`src/rtl/stack_pkg.sv`:
```
// Shared stack sizing constants used by the processor top level.
// No logic, so no latency.
// No flow control, so no backpressure.
package stack_pkg;
    localparam int DEFAULT_DATA_W = 8;
    localparam int DEFAULT_DEPTH  = 512;
endpackage

```
`src/rtl/lifo_ram.sv`:
```
// Stack storage: DEPTH x DATA_W, one synchronous write port and one asynchronous read port.
// Latency: a write lands on the clock edge; a read is combinational.
// No backpressure: a write with we high always completes.
module lifo_ram #(
    parameter int DATA_W = 8,
    parameter int DEPTH  = 512,
    localparam int AW    = (DEPTH > 1) ? $clog2(DEPTH) : 1
) (
    input  logic              clk,
    input  logic              we,
    input  logic [AW-1:0]     waddr,
    input  logic [DATA_W-1:0] wdata,
    input  logic [AW-1:0]     raddr,
    output logic [DATA_W-1:0] rdata
);

    logic [DATA_W-1:0] mem [DEPTH];

    always_ff @(posedge clk) begin
        if (we) begin
            mem[waddr] <= wdata;
        end
    end

    assign rdata = mem[raddr];

endmodule

```
`src/rtl/lifo_stack.sv`:
```
// LIFO stack with registered top-of-stack; sticky error flags only when LIFO_STACK_ERR_EN is defined.
// Latency: 1 cycle from push/pop to dout/count/empty/full.
// No backpressure: push when full and pop when empty are dropped (flagged when errors are enabled).
module lifo_stack
    import stack_pkg::*;
#(
    parameter int DATA_W = DEFAULT_DATA_W,
    parameter int DEPTH  = DEFAULT_DEPTH,
    localparam int CNT_W = $clog2(DEPTH + 1)
) (
    input  logic              clk,
    input  logic              reset,
    input  logic              push,
    input  logic              pop,
    input  logic [DATA_W-1:0] din,
    output logic [DATA_W-1:0] dout,
    output logic [CNT_W-1:0]  count,
    output logic              empty,
    output logic              full,
    input  logic              err_clear,
    output logic              err_overflow,
    output logic              err_underflow
);

    localparam int AW = (DEPTH > 1) ? $clog2(DEPTH) : 1;

    logic              wr_en;
    logic [AW-1:0]     wr_addr;
    logic [AW-1:0]     rd_addr;
    logic [DATA_W-1:0] rd_data;
    logic              ovf_evt;
    logic              unf_evt;

    assign empty = (count == '0);
    assign full  = (count == CNT_W'(DEPTH));

    // Push+pop on a non-empty stack replaces the top entry in place.
    always_comb begin
        wr_en   = !reset && push && (pop || !full);
        wr_addr = (push && pop && !empty) ? AW'(count - CNT_W'(1)) : AW'(count);
        rd_addr = AW'(count - CNT_W'(2));
        ovf_evt = push && !pop && full;
        unf_evt = pop && !push && empty;
    end

    lifo_ram #(
        .DATA_W (DATA_W),
        .DEPTH  (DEPTH)
    ) u_ram (
        .clk   (clk),
        .we    (wr_en),
        .waddr (wr_addr),
        .wdata (din),
        .raddr (rd_addr),
        .rdata (rd_data)
    );

    always_ff @(posedge clk) begin
        if (reset) begin
            count <= '0;
            dout  <= '0;
        end else if (push && pop) begin
            dout <= din;
            if (empty) begin
                count <= CNT_W'(1);
            end
        end else if (push) begin
            if (!full) begin
                count <= count + CNT_W'(1);
                dout  <= din;
            end
        end else if (pop) begin
            // The last entry leaves dout at zero so stale memory is never exposed.
            if (count > CNT_W'(1)) begin
                count <= count - CNT_W'(1);
                dout  <= rd_data;
            end else if (!empty) begin
                count <= '0;
                dout  <= '0;
            end
        end
    end

`ifdef LIFO_STACK_ERR_EN
    // A new error in the same cycle as err_clear keeps the flag set.
    always_ff @(posedge clk) begin
        if (reset) begin
            err_overflow  <= 1'b0;
            err_underflow <= 1'b0;
        end else begin
            err_overflow  <= (err_overflow  && !err_clear) || ovf_evt;
            err_underflow <= (err_underflow && !err_clear) || unf_evt;
        end
    end
`else
    logic unused_err;
    assign unused_err    = err_clear ^ ovf_evt ^ unf_evt;
    assign err_overflow  = 1'b0;
    assign err_underflow = 1'b0;
`endif

endmodule

```
`config.mk`:
```
export PLATFORM = sky130hd
export DESIGN_NAME = lifo_stack
export DESIGN_NICKNAME = d
export VERILOG_FILES = /design/src/rtl/stack_pkg.sv /design/src/rtl/lifo_ram.sv /design/src/rtl/lifo_stack.sv
export SDC_FILE = /design/constraint.sdc
export NUM_CORES = 2
export LEC_CHECK = 0
export BUFFER_PORTS_ARGS = -buffer_cell sky130_fd_sc_hd__buf_4
export CAP_MARGIN = 15
export CORE_UTILIZATION = 40
export CTS_BUF_LIST = sky130_fd_sc_hd__clkbuf_8 sky130_fd_sc_hd__clkbuf_16
export DETAILED_ROUTE_END_ITERATION = 10
export GPL_TIMING_DRIVEN = 0
export SLEW_MARGIN = 20
export SYNTH_ARGS = -nofsm -noshare
export SYNTH_HDL_FRONTEND = slang
export SYNTH_SLANG_ARGS = --single-unit
```
`constraint.sdc`:
```
create_clock -name clk -period 5 [get_ports clk]
set_input_delay 0.25 -clock clk [delete_from_list [all_inputs] [get_ports clk]]
set_output_delay 0.25 -clock clk [all_outputs]
set_load 0.005 [all_outputs]
```
Word-level counts from Yosys, hierarchy flattened
Memory sizes are Yosys's and may differ from the RTL's. Index checks and enable logic that the tools add are counted. Widths: inputs -> output; s select.

Flip-flop bits (word level): 18. Input bits: 13. Bits in writable memories: 4096. Output and inout port bits: 22. Word-level logic and storage cells: 39. Memories: 1.

Memories: u_ram.mem (words 512, width 8, rd ports 1, clocked after memory_dff 0, write ports 1, RTL line lifo_ram.sv:17) `logic [DATA_W-1:0] mem [DEPTH];`.

Reductions and logical operators: 12. Eq/ne operators: 4. Order comparisons: 1. Multiplexer cells: 16. Add/sub/neg operators: 3.

Operator list (count): $mux 10 (7); $mux 8 (6); $add 10x1->10 const B (1); $eq 10x10->1 const B (1); $gt 10x1->1 const B (1); $logic_not 10->1 (1); $sub 10x1->10 const B (1); $mux 9 (1); $sub 9x2->9 const B (1); $logic_and 1x1->1 (4); $ne 4x2->1 const B (1); $reduce_and 4->1 (1); $logic_not 1->1 (3); $ne 3x2->1 const B (1); $reduce_and 3->1 (1); $reduce_bool 3->1 (1); $mux 1 (2); $ne 2x2->1 const B (1); $logic_or 1x1->1 (1).

Longest topological paths before layout
Depth in word-level cells: 6. Mapped depth: 21. Depth with buffers taken out: 10.

Hierarchy
From an unflattened synthesis, not the netlist that was laid out.

Cell total of the unflattened synthesis: 8224. Area total of the unflattened synthesis: 161316.0 um^2.

By module, submodules not included: lifo_ram (cells an instance 8022, area an instance 159767.0 um^2, instances 1, sequential area each 122998.0 um^2); lifo_stack (cells an instance 202, area an instance 1549.0 um^2, instances 1, sequential area each 360.3 um^2).

Least setup slack after synthesis
OpenSTA, ideal clock, no wires.

Path type: register to register. Start: register count[1]. End: memory u_ram.mem[102][0], enable pin. Setup time: 370 ps. Setup slack: 345 ps. Required time: 4630 ps. Stages on the path, launching flop included: 17. Clock period less this slack: 4655 ps. Data arrival time: 4285 ps. Path buffers: 9. Path through: dfxtp_1 > buf_6 > buf_4 > buf_2 > buf_2 > buf_2 > buf_2 > buf_2 > inv_1 > ha_1 > clkbuf_1 > or3b_1 > nand3b_1 > o31ai_1 > nand2_1 > buf_2 > nor2_1.

Word-level cells in the longest chain between the ends: 6. Elaborated cells on any way between the ends: 11. Those cells by class: add/sub: 1; eq/ne: 1; mux: 3; reduce/logical: 6.

Ends and longest elaborated chain: start: declaration (RTL line lifo_stack.sv:17) `output logic [CNT_W-1:0] count,`; start signal: assignment (RTL line lifo_stack.sv:69) `count <= count + CNT_W'(1);`; start signal: assignment (RTL line lifo_stack.sv:75) `count <= count - CNT_W'(1);`; branches (longest 6 deep; another with $sub 10x1->10); end: declaration (RTL line lifo_ram.sv:17).

Parallel ways; which one is timed is not known.

Worst setup path after layout
Start: register count[3]. End: register dout[4].

Word-level cells in the longest chain between the ends: 6. Elaborated cells on any way between the ends: 12. Those cells by class: add/sub: 1; order compare: 1; eq/ne: 3; mux: 4; reduce/logical: 2; memory: 1.

Ends and longest elaborated chain: $sub 9x2->9 (RTL line lifo_stack.sv:41) `rd_addr = AW'(count - CNT_W'(2));`; $mem_v2 512x8; $mux 8 (RTL line lifo_stack.sv:74) `if (count > CNT_W'(1)) begin`; $mux 8 (RTL line lifo_stack.sv:72) `end else if (pop) begin`; $mux 8 (RTL line lifo_stack.sv:67) `end else if (push) begin`; $mux 8 (RTL line lifo_stack.sv:62) `end else if (push && pop) begin`; end signal: assignment (RTL line lifo_stack.sv:63) `dout <= din;`; end signal: assignment (RTL line lifo_stack.sv:70) `dout <= din;`; end signal: assignment (RTL line lifo_stack.sv:76) `dout <= rd_data;`; end: declaration (RTL line lifo_stack.sv:16) `output logic [DATA_W-1:0] dout,`.

Parallel ways exist; a longest one is shown, timed or not. The select of a mux whose other input is x is not followed. A chain may end at the register's enable or synchronous reset.

==> impl_results.md <==
- Crit path kind: flop to flop
- Failing checks: negative setup slack
- RSZ-0062 raised after global routing: yes
- CTS tree: yes
- Yosys warns: 0
- DPL Wire Length: 392000 um
- FF+latch count, synth: 4114
- DRC viols: 0
- Sw frac: 0.397
- Slew at the pin closest to its max-slew limit: roughly 1.3 ns
- Reg clk slew, reported paths: 0.06 ns
- Initial Util: 0.402
- Placed insts: between 10000 and 15000
- Crit path max fanout: 11
- Clk pwr share: 0.261
- Outcome: finished with violations
- Top-count cell post-synth: edfxtp_1
- WL met2: 250000 um
- Total congestion overflow: 0
- Post-synth cell types: 78
- Area leader, netlist: edfxtp_1
- Tightest Hold Check Type: input pin to flop
- Core area: 399000 sq um
- Initial antenna violation count: 32
- Min Tclk post-route: between 5 and 6 ns
- Synth Area in Compound Gates: 0.0149
- Worst path cell trace: buf_2 > buf_2 > nor4_4 > buf_6 > nor2_1 > clkbuf_2 > buf_2 > nand2_1 > a311oi_2 > nand4_1 > o211ai_1 > buf_4 > a31o_2
- Syn-to-layout area delta: 20.3%
- CP max stage cell: buf_2
- Worst hold slack: 0.0342 ns
- Die H: about 640 um
- Ports: 35
- Max cap viols: 0
- Post-synth EDFFs: 4096
- Total CTS buffers: 415
- Router iterations before antenna repair: 9
- Average routed wire per standard cell: 42.5 um
- Fmax: 186 MHz
- Full die area: 404000 sq um
- P_leak: between 0.05 and 0.06 uW
- Port-buffer cells: 31
- Switching pwr: 47000 uW
- Worst vdd ir: 0.000654 V
- Most used cell, CP: buf_2
- Worst skew pair latency: slightly above 1 ns
- Metal1 wirelength: approximately 200000 um
- Via density: 6.40
- Fin. max-slew vios: 0
- Startpoint Class: flop
- Final Wtd Congestion: 1.01
- CTS H-tree depth: 5
- Clock skew: 0.0876 ns
- Combinational share of power: 0.415
- Synth cell count leaders: edfxtp_1, mux4_2, nor2_1
- Final hold vios: 0
- Top routing layer used: met5
- Max incr delay on CP: 0.73 ns
- Crit path arrival time: 6.33 ns
- Mux contribution to synthesized area: 0.174
- Routed Antenna Nets: 0
- Layout cell share with drive strength beyond 1: 0.392
- FILL cells: 31800
- Internal power: 71400 uW
- Root buf cell: clkbuf_16
- WL final: approximately 580000 um
- Ys flop type: edfxtp_1
- Floorplan row count: between 200 and 250
- Worst-case clock buffer depth: 4
- Final Non-Filler Cells: 13500
- Sequential share of power: 0.324
- FFs w/ async S/R, synth: 0
- Post-synthesis simple-gate area fraction: 0.0242
- Pin count of the biggest net entering global routing: around 140
- Number of nets in the layout: 7918
- Chip Width: 635 um
- Final worst slack: -0.378 ns
- Clock Sink Count: 4114
- Register area share after synthesis: 0.769
- Power Density: ~600 nW/um^2
- Top post-synthesis cells by area: edfxtp_1, mux4_2, nor2_1
- First-pass GRT wire length: 756000 um
- Synth Area in Adders: 0.000468
- Setup crit end kind: flop
- Main combinational cell family by area after synthesis: multiplexers
- Period utilization: 1.08
- GRT Overall Usage: 0.280
- Synth Area in XOR/XNOR: 0.000600
- Vias in the first global route: 83300
- Worst endpoint required time: 5.96 ns
- Total chip power: 118000 uW
- Iter 0 DRT Violations: 14900
- Metal3 WL: 80100 um
- Cells after Synth: 7112
- Final setup violation count: 71
- DR vias: 86600
- Finished Core Util: 0.483
- Avg Inst Size Synth: 22.6 sq um
- Relative slew slack: 0.157
- Synthesized area: 160000 sq um
- Area share of the leading cell type in the synthesized netlist: 0.766
power groups by stage:
stage	Sequential, uW	Combinational (uW)	Clock [uW]
finish	38300	49200	30900
global route	38300	48100	32200
CTS	38300	46300	30900
detailed placement	39100	43200	0
global placement	39200	41700	0
floorplan	38900	20000	0
kinds of logic (layout without fill, tap and decap cells):
kind of cell,count (synthesis),after routing
AO/OA/AOI/OAI,339,339
XOR/XNOR,11,11
adder cells (fa/ha/maj),6,6
buffers and inverters,447,1582
flip-flops,4114,4114
multiplexers,1253,1253
other,1,31
AND/OR/NAND/NOR,941,941
final timing paths:
path	endpoint	slack [ns]	cells after the start	from
max	dout[4]	-0.38	13	count[3]
min	count[8]	0.03	3	reset
max reg2reg	dout[4]	-0.38	13	count[3]
min reg2reg	dout[3]	0.69	2	dout[3]
per-stage QoR:
stage | cell area, sq um | setup TNS [ns] | setup slack (ns)
global route | 193000 | -1.96 | -0.117
CTS | 192000 | -0.0511 | -0.00538
floorplan | 160000 | 0 | 0.345
detailed placement | 170000 | - | -4.75
global placement | 167000 | - | -7.25
finish | 193000 | -2.56 | -0.378
per-layer routing:
metal | vias to the layer above | GRT usage
met5 | - | 0
met4 | 10 | 0.175
met3 | 1485 | 0.106
met2 | 6686 | 0.407
met1 | 46500 | 0.356
li1 | 31900 | -
registers in the layout, summed over array words and instances, names as in the netlist:
name and flops:
count 10, dout 8, u_ram.mem 4096
worst max-delay path, delay by kind of cell, from the launching register on:
family / cells / cell delay, ns
compound gates: 3 / 1.23
buf+inv: 6 / 2.54
simple gates: 4 / 0.88
flops: 1 / 0.63
area by class of cell:
| class | instances | area (sq um) | area share |
|---|---|---|---|
| repair buffers | 377 | 6600 | 0.0342 |
| well taps | 5265 | 6590 | 0.0341 |
| multi-input cells | 2552 | 39200 | 0.203 |
| inverters | 11 | 53.8 | 0.000279 |
| clock inverters | 348 | 2900 | 0.0150 |
| plain buffers | 428 | 3840 | 0.0199 |
| flip-flops and latches | 4114 | 123000 | 0.639 |
| clock buffers | 418 | 10500 | 0.0542 |
| diodes | 29 | 72.6 | 0.000376 |
cells in the final DEF, fill, tap and decap left out, types with 71 or more instances in the layout:
master	instances
clkbuf_16	422
clkinv_1	96
buf_2	71
buf_4	181
edfxtp_1	4096
inv_1	87
buf_6	93
mux4_2	1159
nand2_1	145
nor2_1	78
buf_12	218
clkinv_2	81
nor2_4	503
repair_timing:
action | 4_1_cts | 5_1_grt
pin swaps | 171 | 63
hold buffers | 11 | 0
endpoints found under the hold margin | 693 | 0
buffers inserted | 182 | 51
gates resized for setup | 1467 | 101
setup endpoints to repair | 4116 | 3169
(Power assumes the default switching activity.)
